$ cat src/rtl/multi_voice_synth.sv
// rtl/multi_voice_synth.sv - multi-voice square/noise synth with saturating mixer and PWM output
// Optional envelope FSM built only when SYNTH_ENV_EN is defined; otherwise env = gate ? 15 : 0.
module multi_voice_synth #(
  parameter int NUM_VOICES = 3,
  parameter int PERIOD_W   = 12,
  parameter int PWM_W      = 8,
  parameter int ENV_DIV    = 256,
  parameter int MIX_SHIFT  = 2,
  localparam int ADDR_W    = $clog2(4*NUM_VOICES+4)
) (
  input  logic                  clk,
  input  logic                  rst,
  input  logic                  write_strobe,
  input  logic [ADDR_W-1:0]     address,
  input  logic [7:0]            data,
  output logic                  signal_out,
  output logic [PWM_W-1:0]      mix_level,
  output logic [NUM_VOICES-1:0] voice_wave
);
  localparam int SUM_W = (PWM_W > 11) ? PWM_W + 1 : 12;
  localparam logic [ADDR_W-1:0] GLOBAL_BASE = ADDR_W'(4*NUM_VOICES);

  logic [PERIOD_W-1:0]   periodShadow [NUM_VOICES];
  logic [PERIOD_W-1:0]   periodActive [NUM_VOICES];
  logic [PERIOD_W-1:0]   toneCnt      [NUM_VOICES];
  logic [3:0]            vol          [NUM_VOICES];
  logic [3:0]            env          [NUM_VOICES];
  logic [NUM_VOICES-1:0] enable, gate, wave;
  logic [3:0]            noiseVol;
  logic                  noiseEn;
  logic [2:0]            noiseDiv;
`ifdef SYNTH_ENV_EN
  logic [3:0]            atkRate      [NUM_VOICES];
  logic [3:0]            decRate      [NUM_VOICES];
  logic [3:0]            sustain;
`endif

  always_ff @(posedge clk) begin
    if (!rst) begin
      for (int v = 0; v < NUM_VOICES; v++) begin
        periodShadow[v] <= '0;
        vol[v]          <= '0;
`ifdef SYNTH_ENV_EN
        atkRate[v]      <= '0;
        decRate[v]      <= '0;
`endif
      end
      enable   <= '0;
      gate     <= '0;
      noiseVol <= '0;
      noiseEn  <= 1'b0;
      noiseDiv <= '0;
`ifdef SYNTH_ENV_EN
      sustain  <= '0;
`endif
    end else if (write_strobe) begin
      for (int v = 0; v < NUM_VOICES; v++) begin
        if (address == ADDR_W'(4*v))   periodShadow[v][7:0] <= data;
        if (address == ADDR_W'(4*v+1)) periodShadow[v][PERIOD_W-1:8] <= data[PERIOD_W-9:0];
        if (address == ADDR_W'(4*v+2)) begin
          vol[v]    <= data[3:0];
          enable[v] <= data[4];
          gate[v]   <= data[5];
        end
`ifdef SYNTH_ENV_EN
        if (address == ADDR_W'(4*v+3)) begin
          atkRate[v] <= data[3:0];
          decRate[v] <= data[7:4];
        end
`endif
      end
      if (address == GLOBAL_BASE) begin
        noiseVol <= data[3:0];
        noiseEn  <= data[4];
        noiseDiv <= data[7:5];
      end
`ifdef SYNTH_ENV_EN
      if (address == GLOBAL_BASE + ADDR_W'(1)) sustain <= data[3:0];
`endif
    end
  end

  // period_active reloads only at a toggle (or while idle), so a new period never cuts a half-cycle short
  always_ff @(posedge clk) begin
    for (int v = 0; v < NUM_VOICES; v++) begin
      if (!rst) begin
        wave[v]         <= 1'b0;
        toneCnt[v]      <= '0;
        periodActive[v] <= '0;
      end else if (!enable[v] || periodActive[v] == '0) begin
        wave[v]         <= 1'b0;
        toneCnt[v]      <= '0;
        periodActive[v] <= periodShadow[v];
      end else if (toneCnt[v] == periodActive[v] - PERIOD_W'(1)) begin
        wave[v]         <= ~wave[v];
        toneCnt[v]      <= '0;
        periodActive[v] <= periodShadow[v];
      end else begin
        toneCnt[v]      <= toneCnt[v] + PERIOD_W'(1);
      end
    end
  end

`ifdef SYNTH_ENV_EN
  typedef enum logic [2:0] {IDLE, ATTACK, DECAY, SUSTAIN, RELEASE} envState_t;
  localparam int ENV_DIV_W = $clog2(ENV_DIV);

  envState_t             envState     [NUM_VOICES];
  envState_t             envStateNext [NUM_VOICES];
  logic [3:0]            envLevel     [NUM_VOICES];
  logic [3:0]            envLevelNext [NUM_VOICES];
  logic [3:0]            stepCnt      [NUM_VOICES];
  logic [3:0]            stepCntNext  [NUM_VOICES];
  logic [NUM_VOICES-1:0] gatePrev, envStep;
  logic [ENV_DIV_W-1:0]  envDivCnt;
  logic                  envTick;

  assign envTick = (envDivCnt == ENV_DIV_W'(ENV_DIV-1));

  always_ff @(posedge clk) begin
    if (!rst) begin
      envDivCnt <= '0;
      gatePrev  <= '0;
      for (int v = 0; v < NUM_VOICES; v++) begin
        envState[v] <= IDLE;
        envLevel[v] <= '0;
        stepCnt[v]  <= '0;
      end
    end else begin
      envDivCnt <= envTick ? '0 : envDivCnt + ENV_DIV_W'(1);
      gatePrev  <= gate;
      for (int v = 0; v < NUM_VOICES; v++) begin
        envState[v] <= envStateNext[v];
        envLevel[v] <= envLevelNext[v];
        stepCnt[v]  <= stepCntNext[v];
      end
    end
  end

  // stepCnt counts envelope ticks; a rate step fires when it has seen rate+1 ticks
  always_comb begin
    for (int v = 0; v < NUM_VOICES; v++)
      envStep[v] = envTick && (stepCnt[v] == ((envState[v] == ATTACK) ? atkRate[v] : decRate[v]));
  end

  always_comb begin
    for (int v = 0; v < NUM_VOICES; v++) begin
      envStateNext[v] = envState[v];
      envLevelNext[v] = envLevel[v];
      stepCntNext[v]  = envTick ? (envStep[v] ? 4'd0 : stepCnt[v] + 4'd1) : stepCnt[v];
      env[v]          = envLevel[v];
      if (gate[v] && !gatePrev[v]) begin
        envStateNext[v] = ATTACK;
        stepCntNext[v]  = '0;
      end else if (!gate[v] && gatePrev[v]) begin
        envStateNext[v] = RELEASE;
        stepCntNext[v]  = '0;
      end else begin
        case (envState[v])
          ATTACK: begin
            if (envLevel[v] == 4'd15) envStateNext[v] = DECAY;
            else if (envStep[v]) begin
              envLevelNext[v] = envLevel[v] + 4'd1;
              if (envLevel[v] == 4'd14) envStateNext[v] = DECAY;
            end
          end
          DECAY: begin
            if (envLevel[v] <= sustain) envStateNext[v] = SUSTAIN;
            else if (envStep[v]) begin
              envLevelNext[v] = envLevel[v] - 4'd1;
              if (envLevel[v] - 4'd1 <= sustain) envStateNext[v] = SUSTAIN;
            end
          end
          RELEASE: begin
            if (envLevel[v] == 4'd0) envStateNext[v] = IDLE;
            else if (envStep[v]) begin
              envLevelNext[v] = envLevel[v] - 4'd1;
              if (envLevel[v] == 4'd1) envStateNext[v] = IDLE;
            end
          end
          SUSTAIN: stepCntNext[v] = '0;
          default: stepCntNext[v] = '0;
        endcase
      end
    end
  end
`else
  always_comb begin
    for (int v = 0; v < NUM_VOICES; v++)
      env[v] = gate[v] ? 4'hF : 4'h0;
  end
`endif

  logic [15:0] lfsr;
  logic [6:0]  noiseCnt, noiseMask;
  logic        noiseStep, noiseBit;

  assign noiseMask = 7'((8'd1 << noiseDiv) - 8'd1);
  assign noiseStep = noiseEn && ((noiseCnt & noiseMask) == noiseMask);
  assign noiseBit  = lfsr[0] & noiseEn;

  // right-shifting Fibonacci form of taps 16,14,13,11
  always_ff @(posedge clk) begin
    if (!rst) begin
      lfsr     <= 16'hACE1;
      noiseCnt <= '0;
    end else if (!noiseEn) begin
      noiseCnt <= '0;
    end else begin
      noiseCnt <= noiseCnt + 7'd1;
      if (noiseStep) lfsr <= {lfsr[0] ^ lfsr[2] ^ lfsr[3] ^ lfsr[5], lfsr[15:1]};
    end
  end

  logic [SUM_W-1:0] mixSum, mixShifted;
  logic [PWM_W-1:0] mixSat;

  always_comb begin
    mixSum = noiseBit ? SUM_W'({noiseVol, 4'b0000}) : '0;
    for (int v = 0; v < NUM_VOICES; v++)
      if (wave[v]) mixSum = mixSum + SUM_W'({4'b0000, vol[v]} * {4'b0000, env[v]});
    mixShifted = mixSum >> MIX_SHIFT;
    mixSat     = (mixShifted > SUM_W'((1 << PWM_W) - 1)) ? '1 : mixShifted[PWM_W-1:0];
  end

  logic [PWM_W-1:0] pwmCnt, duty;

  // full-scale duty holds the pin high so a saturated mix gives a flat top
  always_ff @(posedge clk) begin
    if (!rst) begin
      mix_level  <= '0;
      pwmCnt     <= '0;
      duty       <= '0;
      signal_out <= 1'b0;
    end else begin
      mix_level  <= mixSat;
      pwmCnt     <= pwmCnt + PWM_W'(1);
      if (&pwmCnt) duty <= mix_level;
      signal_out <= (pwmCnt < duty) || (&duty);
    end
  end

  assign voice_wave = wave;
endmodule
$ cat config.mk
export PLATFORM = sky130hd
export DESIGN_NAME = multi_voice_synth
export DESIGN_NICKNAME = d
export VERILOG_FILES = /design/src/rtl/multi_voice_synth.sv
export SDC_FILE = /design/constraint.sdc
export NUM_CORES = 1
export LEC_CHECK = 0
export BUFFER_PORTS_ARGS = -buffer_cell sky130_fd_sc_hd__buf_2
export CELL_PAD_IN_SITES_DETAIL_PLACEMENT = 0
export CELL_PAD_IN_SITES_GLOBAL_PLACEMENT = 2
export CORE_MARGIN = 1
export CORE_UTILIZATION = 44
export CTS_BUF_LIST = sky130_fd_sc_hd__clkbuf_4 sky130_fd_sc_hd__clkbuf_8
export DETAILED_ROUTE_END_ITERATION = 6
export GPL_TIMING_DRIVEN = 0
export PLACE_DENSITY = 0.9
export SYNTH_ARGS = -nofsm -noshare
export SYNTH_HDL_FRONTEND = slang
export SYNTH_SLANG_ARGS = --single-unit
$ cat constraint.sdc
create_clock -name clk -period 7.6 [get_ports clk]
set_input_delay 1.9 -clock clk [delete_from_list [all_inputs] [get_ports clk]]
set_output_delay 1.9 -clock clk [all_outputs]
set_load 0.05 [all_outputs]
==> Word level (Yosys, flattened, before mapping) <==
Memory sizes are Yosys's and may differ from the RTL's.
Cells that the tools add are included.
{ "totals": {"register_bits": 65, "ram_bits": 120, "input_bits": 15, "elab_cells": 211, "memories": 4} }
{ "mem_list": {"columns": ["memory", "words", "word_bits", "read_ports", "rd_ports_with_merged_regs", "write_ports", "line_no", "rtl"], "rows": [
  ["periodActive", 3, 12, 3, 0, 3, "24", "logic [PERIOD_W-1:0] periodActive [NUM_VOICES];"],
  ["periodShadow", 3, 12, 3, 0, 3, "23", "logic [PERIOD_W-1:0] periodShadow [NUM_VOICES];"],
  ["toneCnt", 3, 12, 3, 0, 3, "25", "logic [PERIOD_W-1:0] toneCnt [NUM_VOICES];"],
  ["vol", 3, 4, 3, 0, 3, "26", "logic [3:0] vol [NUM_VOICES];"]
]} }
{ "classes": {"add_sub_neg": 12, "mul": 3, "n_lt_le_gt_ge": 2, "n_eq_ne": 13, "shifts": 1, "mux": 102, "n_bitwise": 33, "reduce_logical": 23} }
{ "op_table": {"columns": ["op", "n"], "rows": [
  ["2-to-1 mux 12 bit", 17],
  ["2-to-1 mux 1 bit", 70],
  ["2-to-1 mux 8 bit", 5],
  ["adder 12 x 1 -> 12 bit, second input constant", 3],
  ["== test 12 bit", 3],
  ["logical NOT 12 bit", 3],
  ["2-to-1 mux 4 bit", 9],
  ["subtractor 12 x 1 -> 12 bit, second input constant", 3],
  ["adder 12 x 8 -> 12 bit", 2],
  ["multiplier 4 x 4 -> 8 bit", 3],
  ["bitwise OR 1 bit", 24],
  ["== test 4 bit, second input constant", 4],
  ["AND reduction 8 bit", 2],
  ["== test 4 x 3 -> 1 bit, second input constant", 3],
  ["AND reduction 2 bit", 6],
  ["greater-than comparator 10 x 8 -> 1 bit, second input constant", 1],
  ["adder 8 x 8 -> 9 bit", 1],
  ["2-to-1 mux 9 bit", 1],
  ["adder 8 x 1 -> 8 bit, second input constant", 1],
  ["< comparator 8 bit", 1],
  ["adder 7 x 1 -> 7 bit, second input constant", 1],
  ["bitwise AND 7 bit", 1],
  ["== test 7 bit", 1],
  ["<< shifter 1 x 3 -> 7 bit, first input constant", 1],
  ["other kinds (11)", 23]
]} }

==> Logic depth before layout (Yosys ltp) <==
{ "logic_depth": {"word_depth": 10, "ltp_mapped": 27, "depth_no_buf": 27} }

==> Least setup slack after synthesis <==
OpenSTA, ideal clock, no wires.
{ "synth_path": {"kind": "flip-flop to flip-flop", "from": "memory vol[0][1]", "to": "register mix_level[5]", "setup_ns": 0.116, "arrival_time_ns": 6.222, "required_time_ns": 7.484, "path_slack_ns": 1.262, "stages_incl_launch_ff": 25, "n_path_buf": 0, "cell_sequence": "edfxtp_1 -> xor2_1 -> and2_1 -> ha_1 -> or2_2 -> ha_1 -> fa_1 -> fa_1 -> mux2_2 -> fa_1 -> ha_1 -> o21a_1 -> o21ai_0 -> nor2b_1 -> mux2i_1 -> fa_1 -> inv_1 -> ha_1 -> a21o_1 -> a21o_1 -> a21oi_1 -> a21boi_0 -> o21ai_0 -> o211ai_1 -> o211a_1"} }
{ "synth_lines": {"columns": ["element", "line_no", "rtl"], "rows": [
  ["start, declared", "26", null],
  ["end signal, assigned", "236", "mix_level <= mixSat;"],
  ["end, declared", "17", "output logic [PWM_W-1:0] mix_level,"]
]} }

==> metrics.md <==
| Metric | Value |
|---|---|
| Skew-Pair Late Insertion Delay | `470 ps` |
| Fin crit share | `92.0%` |
| Crit-path max FO | `6` |
| XOR/XNOR share of the synthesized area | `8.46%` |
| Clk sinks | `185` |
| Detailed Routing Iterations Pass 1 | `5` |
| Crit path DAT | `7370 ps` |
| Via density | `5.04` |
| Die X-Extent | `158 um` |
| Hold bufs inserted after CTS | `0` |
| Fill cells | `2184` |
| Final nets | `1212` |
| Initial detailed-routing violation count | `383` |
| GRT Util Overall | `18.4%` |
| Vias in the first global route | `7070` |
| WL/cell | `15.0 um` |
| Routed via count | `7254` |
| FF+latch count, synth | `185` |
| DR DRC count | `0` |
| Total global routing overflow | `0` |
| Worst Skew | `18.4 ps` |
| Register area | `4900 um^2` |
| CP startpoint kind | `flop` |
| Seq/Total Area, Yosys | `45.6%` |
| # setup viols final | `0` |
| Yosys top cell by area | `edfxtp_1` |
| CTS buffer count | `17` |
| Setup crit end kind | `flop` |
| Clock Root Buffer | `clkbuf_8` |
| Footprint of the multi-input gates | `5590 um^2` |
| Max-slew violations | `0` |
| Simple-Gate Fraction of Synth Area | `17.8%` |
| Core area | `23800 um^2` |
| Clock transition at path regs | `120 ps` |
| Ys flop type | `edfxtp_1` |
| Chip height | `158 um` |
| Post-DP HPWL | `16600 um` |
| Crit path kind | `reg2reg` |
| Netlist cell types | `63` |
| Post-Synth Adder-Cell Area | `12.1%` |
| VDD IR max | `0.136 mV` |
| Combinational family with the most area after synthesis | `simple AND/OR/NAND/NOR gates` |
| RSZ-0062 raised after global routing | `no` |
| Mux contribution to synthesized area | `4.33%` |
| Syn Area/Cell | `10.5 um^2` |
| Fmax | `0.143 GHz` |
| I/O Buffers | `24` |
| Synth warnings | `0` |
| Starting Density | `45.3%` |
| Pleak | `4.87 nW` |
| Area Growth Syn to Fin | `10.1%` |
| Clock Path Buffers | `2` |
| Initial antenna violation count | `4` |
| Min Hold Slack | `474 ps` |
| Ys async rst share | `0%` |
| I/O pin cnt | `27` |
| CTS tree | `done` |
| Fin. Hold Viols | `0` |
| Status | `completed` |
| Die ar. | `25100 um^2` |
| Largest cells by area after synthesis | `edfxtp_1 (33%), dfxtp_1 (12%), ha_1 (7.7%)` |
| Synth Instances | `1029` |
| Largest net degree at the start of global routing | `22` |
| Max-cap viol count | `0` |
| First-pass GRT wire length | `35800 um` |
| Post-synthesis compound-gate area fraction | `7.88%` |
| CTS H-tree depth | `4` |
| Number of flops mapped to enable cells by yosys | `120` |
| Ratio of cells with drive above 1 in the final layout | `7.95%` |
| Routability Congestion | `0.839` |
| Worst Path Required | `7970 ps` |
| Rows | `56` |
| Pwr/cell area | `168 nW/um^2` |
| Setup_tns | `0 ps` |
| Antenna-violating nets left | `0` |
| Post-cts resize count | `0` |
| Post-CTS Setup Inserts | `0` |
| Mapped cell area | `10800 um^2` |
| Share of Yosys cell area claimed by the top area cell type | `33.5%` |
| Slew @ Worst Pin | `1340 ps` |
| Hold Crit Class | `reg2reg` |
| Total Wirelength | `21600 um` |
| Final min period | `6990 ps` |
| Max_slew headroom | `10.1%` |
==> metrics by stage <==
step	setup slack, ps	instance area [um^2]	total power [W]	utilization (%)	cells
floorplan	1260	10900	0.00129	-	1064
global placement	497	11400	0.00133	48.1	1407
detailed placement	457	11400	0.00133	48.1	1407
CTS	443	11900	0.00202	49.9	1439
global route	178	11900	0.00208	49.9	1439
finish	608	11900	0.00199	49.9	1440
==> routing by layer <==
layer	track usage [%]	up-vias	wire [um]	part of all wire [%]
met5	0	-	34	0.16
met4	4.44	6	187	0.87
met3	4.52	18	801	3.7
met2	31.0	89	10400	48
met1	23.7	3403	10200	47
li1	-	3738	-	-
==> synth_stat cells, types with 19 or more instances <==
cell type,instances
edfxtp_1,120
o21ai_0,36
nor2_1,108
inv_1,74
xor2_1,44
nand3_1,34
dfxtp_1,65
xnor2_1,60
ha_1,66
mux2i_1,41
and2_1,48
and3_1,31
clkbuf_1,19
nand2_1,53
nor3_1,21
a21oi_1,28
fa_1,24
==> placed cells by master, fill, tap and decap left out, drive strengths merged, types with 9 or more instances in the layout <==
| cell type | instances |
|---|---|
| ha | 66 |
| xor2 | 44 |
| a21oi | 28 |
| nor2 | 108 |
| nand3 | 34 |
| buf | 33 |
| and3 | 31 |
| conb | 36 |
| clkbuf | 36 |
| and2 | 48 |
| o21ai | 37 |
| or3 | 9 |
| nand4 | 10 |
| mux2i | 41 |
| o21a | 9 |
| nand2 | 53 |
| inv | 83 |
| nor2b | 10 |
| edfxtp | 120 |
| dfxtp | 65 |
| fa | 24 |
| nor3 | 21 |
| a31oi | 10 |
| xnor2 | 60 |
==> power by group <==
part / total, W / leakage [nW] / internal [W] / switching (W)
registers: 0.00114 / 1.77 / 0.00111 / 0.0000325
clock network: 0.000680 / 0.212 / 0.000259 / 0.000420
logic: 0.000169 / 2.89 / 0.0000723 / 0.0000963
==> flip-flops by register name (all words and copies together) (netlist names), 4 cells and up <==
name          flops
periodActive     36
periodShadow     36
toneCnt          36
lfsr             16
vol              12
duty              8
mix_level         8
pwmCnt            8
noiseCnt          7
noiseVol          4
==> worst max-delay path: stages (launching register included) <==
cell and delay (ps):
edfxtp_1 470, xor2_1 200, and2_1 160, ha_1 200, or2_2 300, ha_1 310
fa_1 530, fa_1 470, xor2_1 170, nand2_1 60, o21ai_0 200, fa_1 510
ha_1 340, o21ai_0 150, nor2b_1 160, mux2i_1 370, fa_1 490, inv_1 60
ha_1 270, a21o_1 170, a21o_1 170, a21oi_1 260, a21boi_0 140, o21ai_1 410
o211ai_1 160, o211a_1 160
==> logic make-up after synthesis <==
kind of cell / after synthesis
flip-flops: 185
buffers and inverters: 103
multiplexers: 46
AO/OA/AOI/OAI: 131
AND/OR/NAND/NOR: 369
XOR/XNOR: 104
other: 1
adder cells (fa/ha/maj): 90
==> final cells by class <==
cell class,instances,area share [%]
inverter,75,2.38
multi-input combinational,776,47.2
buffer,28,1.09
clock inverter,15,1.62
clock buffer,17,1.97
tap,319,3.37
antenna,1,0.0211
timing repair buffer,24,1.01
sequential,185,41.4
==> worst paths after layout <==
check                           startpoint            to  slack [ps]  cells past startpoint
worst max-delay path             vol[0][1]  mix_level[5]         610                     25
worst min register to register   pwmCnt[0]     pwmCnt[0]         470                      1
worst min-delay path             pwmCnt[0]     pwmCnt[0]         470                      1
worst max register to register   vol[0][1]  mix_level[5]         610                     25
Power figures use the tool's default switching activity.
